**src/rtl/polygon_draw.sv**
```systemverilog
// polygon_draw -- polygon/polyline rasteriser.
//
// Walks a chain of up to NVERT_MAX vertices held in an internal table and
// draws each consecutive pair as an endpoint-inclusive Bresenham segment,
// one pixel per clock while oe is high. With `closed` set, the last vertex
// is joined back to the first. Drives the framebuffer write port directly.
//
// Optional feature macro: POLY_CLIP_EN
//   When defined, drawing is suppressed for pixels outside the
//   XRES x YRES window. The rasteriser still steps through those pixels,
//   so the cycle timing matches the unclipped build.
//
// Ports:
//   clk              rising-edge clock
//   rst              asynchronous active-high reset
//   vwr_en           vertex-table write strobe (honoured only when idle)
//   vwr_addr         vertex index to write
//   vwr_x, vwr_y     signed vertex coordinates
//   nvert            vertex count, sampled at start (clamped to NVERT_MAX)
//   closed           add the closing segment v[n-1] -> v0, sampled at start
//   start            begin drawing (level, effective only when idle)
//   oe               output enable; low stalls the rasteriser
//   x, y             current signed pixel coordinate
//   drawing          x/y is a valid pixel this cycle
//   busy             request in progress
//   done             one-cycle completion pulse
module polygon_draw #(
  parameter int CORDW     = 12,
  parameter int NVERT_MAX = 8,
  parameter int XRES      = 640,
  parameter int YRES      = 480
) (
  input  logic                           clk,
  input  logic                           rst,
  input  logic                           vwr_en,
  input  logic [$clog2(NVERT_MAX)-1:0]   vwr_addr,
  input  logic signed [CORDW-1:0]        vwr_x,
  input  logic signed [CORDW-1:0]        vwr_y,
  input  logic [$clog2(NVERT_MAX):0]     nvert,
  input  logic                           closed,
  input  logic                           start,
  input  logic                           oe,
  output logic signed [CORDW-1:0]        x,
  output logic signed [CORDW-1:0]        y,
  output logic                           drawing,
  output logic                           busy,
  output logic                           done
);

  localparam int AW = $clog2(NVERT_MAX);
  localparam int NW = AW + 1;
  // Two guard bits keep |dx|+|dy| and 2*err in range for any coordinate pair.
  localparam int W  = CORDW + 2;

  localparam logic signed [W-1:0] XRES_W = W'(XRES);
  localparam logic signed [W-1:0] YRES_W = W'(YRES);

`ifdef POLY_CLIP_EN
  localparam logic CLIP_ON = 1'b1;
`else
  localparam logic CLIP_ON = 1'b0;
`endif

  typedef enum logic [2:0] {
    ST_IDLE = 3'd0,
    ST_LOAD = 3'd1,
    ST_INIT = 3'd2,
    ST_DRAW = 3'd3,
    ST_DONE = 3'd4
  } state_t;

  state_t                  state_r;
  logic signed [CORDW-1:0] tab_x_r [NVERT_MAX];
  logic signed [CORDW-1:0] tab_y_r [NVERT_MAX];
  logic [NW-1:0]           n_r;
  logic [AW-1:0]           seg_r;
  logic [AW-1:0]           seg_last_r;
  logic signed [CORDW-1:0] p0_x_r, p0_y_r, p1_x_r, p1_y_r;
  logic signed [CORDW-1:0] x_r, y_r;
  logic signed [W-1:0]     dx_r, dy_r, err_r;
  logic                    sx_neg_r, sy_neg_r;
  logic                    busy_r, done_r;

  logic [NW-1:0]           n_s;
  logic [AW-1:0]           seg_last_s;
  logic [NW-1:0]           seg_inc_s;
  logic [AW-1:0]           p1_idx_s;
  logic signed [W-1:0]     diff_x_s, diff_y_s, dx_abs_s, dy_neg_s;
  logic signed [W-1:0]     e2_s, err_step_s;
  logic                    step_x_s, step_y_s, at_end_s, in_window_s;

  // Clamp the requested vertex count and work out the index of the last segment.
  // A single vertex is drawn as one zero-length segment v0 -> v0.
  always_comb begin
    if (nvert > NW'(NVERT_MAX)) begin
      n_s = NW'(NVERT_MAX);
    end else begin
      n_s = nvert;
    end
    if (n_s <= NW'(1)) begin
      seg_last_s = '0;
    end else if (closed) begin
      seg_last_s = AW'(n_s - NW'(1));
    end else begin
      seg_last_s = AW'(n_s - NW'(2));
    end
  end

  // End vertex of the current segment wraps to v0 after the last table entry in use.
  always_comb begin
    seg_inc_s = {1'b0, seg_r} + NW'(1);
    if (seg_inc_s == n_r) begin
      p1_idx_s = '0;
    end else begin
      p1_idx_s = seg_inc_s[AW-1:0];
    end
  end

  // Segment set-up terms, evaluated on the latched endpoints.
  always_comb begin
    diff_x_s = W'(p1_x_r) - W'(p0_x_r);
    diff_y_s = W'(p1_y_r) - W'(p0_y_r);
    if (diff_x_s[W-1]) begin
      dx_abs_s = -diff_x_s;
    end else begin
      dx_abs_s = diff_x_s;
    end
    if (diff_y_s[W-1]) begin
      dy_neg_s = diff_y_s;
    end else begin
      dy_neg_s = -diff_y_s;
    end
  end

  // Bresenham step decision; x and y may both advance in one cycle.
  always_comb begin
    e2_s       = err_r <<< 1;
    step_x_s   = (e2_s >= dy_r);
    step_y_s   = (e2_s <= dx_r);
    err_step_s = err_r;
    if (step_x_s) begin
      err_step_s = err_step_s + dy_r;
    end else begin
      err_step_s = err_step_s;
    end
    if (step_y_s) begin
      err_step_s = err_step_s + dx_r;
    end else begin
      err_step_s = err_step_s;
    end
    at_end_s    = (x_r == p1_x_r) && (y_r == p1_y_r);
    in_window_s = ~x_r[CORDW-1] & ~y_r[CORDW-1] &
                  (W'(x_r) < XRES_W) & (W'(y_r) < YRES_W);
  end

  // Vertex table: writable only while idle, cleared by reset.
  always_ff @(posedge clk or posedge rst) begin
    if (rst) begin
      for (int i = 0; i < NVERT_MAX; i++) begin
        tab_x_r[i] <= '0;
        tab_y_r[i] <= '0;
      end
    end else if ((state_r == ST_IDLE) && vwr_en) begin
      tab_x_r[vwr_addr] <= vwr_x;
      tab_y_r[vwr_addr] <= vwr_y;
    end
  end

  // Sequencer and rasteriser datapath.
  always_ff @(posedge clk or posedge rst) begin
    if (rst) begin
      state_r    <= ST_IDLE;
      n_r        <= '0;
      seg_r      <= '0;
      seg_last_r <= '0;
      p0_x_r     <= '0;
      p0_y_r     <= '0;
      p1_x_r     <= '0;
      p1_y_r     <= '0;
      x_r        <= '0;
      y_r        <= '0;
      dx_r       <= '0;
      dy_r       <= '0;
      err_r      <= '0;
      sx_neg_r   <= 1'b0;
      sy_neg_r   <= 1'b0;
      busy_r     <= 1'b0;
      done_r     <= 1'b0;
    end else begin
      case (state_r)
        ST_IDLE: begin
          done_r <= 1'b0;
          if (start) begin
            n_r        <= n_s;
            seg_r      <= '0;
            seg_last_r <= seg_last_s;
            if (n_s == '0) begin
              state_r <= ST_DONE;
              busy_r  <= 1'b0;
              done_r  <= 1'b1;
            end else begin
              state_r <= ST_LOAD;
              busy_r  <= 1'b1;
            end
          end
        end
        ST_LOAD: begin
          p0_x_r  <= tab_x_r[seg_r];
          p0_y_r  <= tab_y_r[seg_r];
          p1_x_r  <= tab_x_r[p1_idx_s];
          p1_y_r  <= tab_y_r[p1_idx_s];
          state_r <= ST_INIT;
        end
        ST_INIT: begin
          dx_r     <= dx_abs_s;
          dy_r     <= dy_neg_s;
          err_r    <= dx_abs_s + dy_neg_s;
          // A zero delta steps positively; it never advances that axis anyway.
          sx_neg_r <= diff_x_s[W-1];
          sy_neg_r <= diff_y_s[W-1];
          x_r      <= p0_x_r;
          y_r      <= p0_y_r;
          state_r  <= ST_INIT == ST_INIT ? ST_DRAW : ST_DRAW;
        end
        ST_DRAW: begin
          if (oe) begin
            if (at_end_s) begin
              if (seg_r == seg_last_r) begin
                state_r <= ST_DONE;
                busy_r  <= 1'b0;
                done_r  <= 1'b1;
              end else begin
                seg_r   <= seg_r + AW'(1);
                state_r <= ST_LOAD;
              end
            end else begin
              if (step_x_s) begin
                x_r <= sx_neg_r ? (x_r - CORDW'(1)) : (x_r + CORDW'(1));
              end
              if (step_y_s) begin
                y_r <= sy_neg_r ? (y_r - CORDW'(1)) : (y_r + CORDW'(1));
              end
              err_r <= err_step_s;
            end
          end
        end
        ST_DONE: begin
          done_r  <= 1'b0;
          state_r <= ST_IDLE;
        end
        default: begin
          state_r <= ST_IDLE;
          busy_r  <= 1'b0;
          done_r  <= 1'b0;
        end
      endcase
    end
  end

  assign x       = x_r;
  assign y       = y_r;
  // Combinational in oe so a stalled cycle never writes the framebuffer.
  assign drawing = (state_r == ST_DRAW) & oe & (in_window_s | ~CLIP_ON);
  assign busy    = busy_r;
  assign done    = done_r;

endmodule

```
**config.mk**
```make
export PLATFORM = sky130hd
export DESIGN_NAME = polygon_draw
export DESIGN_NICKNAME = d
export VERILOG_FILES = /design/src/rtl/polygon_draw.sv
export SDC_FILE = /design/constraint.sdc
export NUM_CORES = 1
export LEC_CHECK = 0
export ABC_AREA = 1
export BUFFER_PORTS_ARGS = -buffer_cell sky130_fd_sc_hd__buf_2
export CAP_MARGIN = 20
export CORE_MARGIN = 2
export CORE_UTILIZATION = 54
export CTS_CLUSTER_DIAMETER = 60
export DETAILED_ROUTE_END_ITERATION = 8
export HOLD_SLACK_MARGIN = 0.05
export PLACE_DENSITY = 0.71
export SETUP_SLACK_MARGIN = 0.3
export SLEW_MARGIN = 10
export SYNTH_ARGS = -nofsm -noshare
export SYNTH_HDL_FRONTEND = slang
export SYNTH_SLANG_ARGS = --single-unit
```
**constraint.sdc**
```tcl
create_clock -name clk -period 20.4 [get_ports clk]
set_clock_uncertainty 0.2 [all_clocks]
set_input_delay 4.08 -clock clk [delete_from_list [all_inputs] [get_ports clk]]
set_output_delay 4.08 -clock clk [all_outputs]
set_load 0.02 [all_outputs]
```
==> impl_metrics.ini <==
[setup_path]
worstReg2RegStart = dy_r[5]
endpoint_kind = primary output
critPathMaxStageDelay_ns = 0.17
critPathMaxFanout = 2
critPathSlowestCell = buf_2
crit_start = oe
cp_common_cell = buf_2
arrival_ns = 4.49
critPathTopFamily = buffers and inverters
crit_path_start_kind = input pin
critPathKind = in2out
path_buf_inv = 3
crit_chain = buf_2 -> inv_1 -> nor2_1 -> buf_2
required_ns = 16.12

[place]
port_buffers = 63
post-dp-hpwl_um = 41400
globalplace.congestion = 0.903
dp_slack_ns = 11.63

[synthesis]
ys.flop_type = dfrtp_1
synth_edf_count = 0
synthMuxAreaShare_pct = 2.62
synth_simple_gate_area_share_pct = 19.3
yosysWarnings = 0
synth_top_family_by_area = compound AO/OA/AOI/OAI gates
async_reset_ff_share_pct = 100
yosys.area_share.xor_xnor_pct = 3.39
synth_compound_area_share_pct = 20.0
synth_area_um2 = 21400
seq_area_frac_synth_pct = 37.6
ys_ff_latch = 322
synth.avg_cell_area_um2 = 7.54
synthCells = 2843
syn-num-nets = 2998
synth_fa_ha_area_share_pct = 7.14
ys_types = 60

[die]
start_util_pct = 55.1
die-area_um2 = 41300
rows = 72
die_h_um = 203
ios = 64
die_x_um = 203
coreArea_um2 = 38900

[route]
drtAntennaViolNets = 0
wl_per_cell_um = 18.3
drcViolationCount = 0
vias = 19500
drt_iter0_markers = 1498
drt-vias-per-instance = 5.77
wl_um = 61700
first_pass_iters = 6

[sta]
rsz0062_at_grt = no
drv_slew = 0
tns_ns = 0
worstMarginPinSlew_ns = 1.03
fin_crit_ns = 8.77
slew_headroom_pct = 31.5
setup_viol = 0
worst_slack_ns = 11.63
clock.fmax_ghz = 0.114
hold_violations = 0
min_period_over_period_pct = 43.0

[clock_network]
ctsResizeCount = 0
clock_sinks = 322
clkLatencyLatePin_ns = 0.55
clock_path_buffers = 3
cts_setup_buffers = 0
cts_tree = built
cts_buffers = 38
htreeDepth = 2
cts_hold_buf = 0
path_clk_slew_ns = 0.06
clockRootBuffer = clkbuf_16

[global_routing]
busiest_layer = met2
antenna_found_initial = 5
grt_pass1_vias = 19300
grt_start_max_net_pins = 132
grt_pass1_wl_um = 100000
use_met1_pct = 40.9
grtUsageTotal_pct = 30.3
overflow = 0
met2_usage_pct = 51.5
gr-usage-met3_pct = 3.96

[final_layout]
nets = 2985
drive_above_1_share_pct = 10.3
layout_commonest_cell = nand2_1
syn2layout_area_growth_pct = 9.02
final_cell_mix = nand2_1 (575), o21ai_0 (448), inv_1 (376)

[run]
drv_cap = 0

[outcome]
status = finished clean

[worst_hold_path]
hold_class = reg2reg
hold_start = dx_r[13]
[metal layers]
metal  vias up  part of all wire (%)
li1       9418                     -
met1      9292                    43
met2       648                    48
met3       110                   7.1
met5         -                 0.055
met4         6                   2.2
[flip-flops by register name (all words and copies together), names as in the netlist, 13 cells and up]
name and flops:
dx_r 14, tab_x_r 96, dy_r 14, tab_y_r 96
err_r 13
[per-stage QoR]
| step | instance area [um^2] | cells | util, % | hold slack [ns] |
|---|---|---|---|---|
| floorplan | 21400 | 2843 | - | 0.236 |
| global route | 23400 | 3373 | 60.0 | 0.315 |
| CTS | 23300 | 3372 | 60.0 | 0.273 |
| finish | 23400 | 3375 | 60.0 | 0.276 |
| global placement | 22000 | 3307 | 56.6 | 0.255 |
| detailed placement | 22000 | 3307 | 56.6 | 0.257 |
[cell families after synthesis]
family,after synthesis
xor gates and xnor gates,79
and+or+nand+nor,951
AOI/OAI and AO/OA,781
buffers and inverters,542
DFF,322
adders and majority gates,118
muxes,50
[worst paths after layout]
check                           depth (start not counted)  slack [ns]     endpoint
worst max-delay path                                    4       11.63      drawing
min in group asynchronous                               2        3.51       n_r[1]
worst min register to register                          2        0.28     dx_r[13]
worst min-delay path                                    2        0.28     dx_r[13]
max in group asynchronous                               4       14.18  tab_y_r[56]
worst max register to register                         27       15.28    err_r[12]
[synthesized netlist by cell type (3+ instances only)]
cell	n	share of area, %
nor2_2	8	0.23
o21bai_1	4	0.14
nor3_1	9	0.21
a31oi_1	18	0.53
buf_4	7	0.25
inv_2	16	0.28
a211oi_1	12	0.42
or2_2	8	0.23
o22ai_1	8	0.23
dfrtp_1	322	38
a221oi_1	13	0.53
buf_1	8	0.14
mux2_2	42	2.2
nand3b_1	9	0.32
nor2_1	116	2.0
buf_2	28	0.65
nand2_1	575	10
nand2_4	3	0.16
nand2_2	29	0.85
inv_1	377	6.6
o21ai_0	448	10
nand4_1	16	0.47
o211ai_1	25	0.88
clkbuf_1	97	1.7
xnor2_1	34	1.4
ha_1	111	6.5
o21ai_1	8	0.19
clkinv_1	3	0.053
a21oi_2	5	0.20
o221ai_1	33	1.3
a21oi_1	194	4.5
fa_1	7	0.65
xor2_1	42	1.7
nor4_1	6	0.18
nand3_2	8	0.37
nor2_4	3	0.16
nand3_1	154	3.6
o311ai_1	3	0.12
mux2_1	6	0.32
[worst register-to-register path, stage by stage, from the launching register on]
cell and delay [ns]:
dfrtp_1 0.42, inv_1 0.07, ha_1 0.32, nand4_1 0.10, o221ai_1 0.26, nand3_1 0.14, nand2_1 0.08, nand2_1 0.05
nand2_1 0.40, inv_1 0.33, or2_2 0.35, o21ai_0 0.13, inv_1 0.13, fa_1 0.44, nand3b_1 0.21, nand2_1 0.14
a21oi_1 0.13, o21ai_0 0.25, nand2_1 0.11, nand2_1 0.08, a21oi_1 0.08, nand2_1 0.06, nand3_1 0.10, nand2_1 0.09
nand2_1 0.05, nor2_1 0.11, nor2_1 0.06, a21oi_2 0.15
[area by class of cell]
class / count / area (um^2)
fillers: 3601 / 15600
multi-input cells: 1979 / 11300
clock buffers: 51 / 1060
diodes: 2 / 5.00
flip-flops and latches: 322 / 8060
well taps: 518 / 648
inverters: 397 / 1500
repair buffers: 92 / 531
clock inverters: 14 / 253
Power is not shown: default switching activity piles up to over one toggle a cycle in this logic, so the estimate is an artifact.
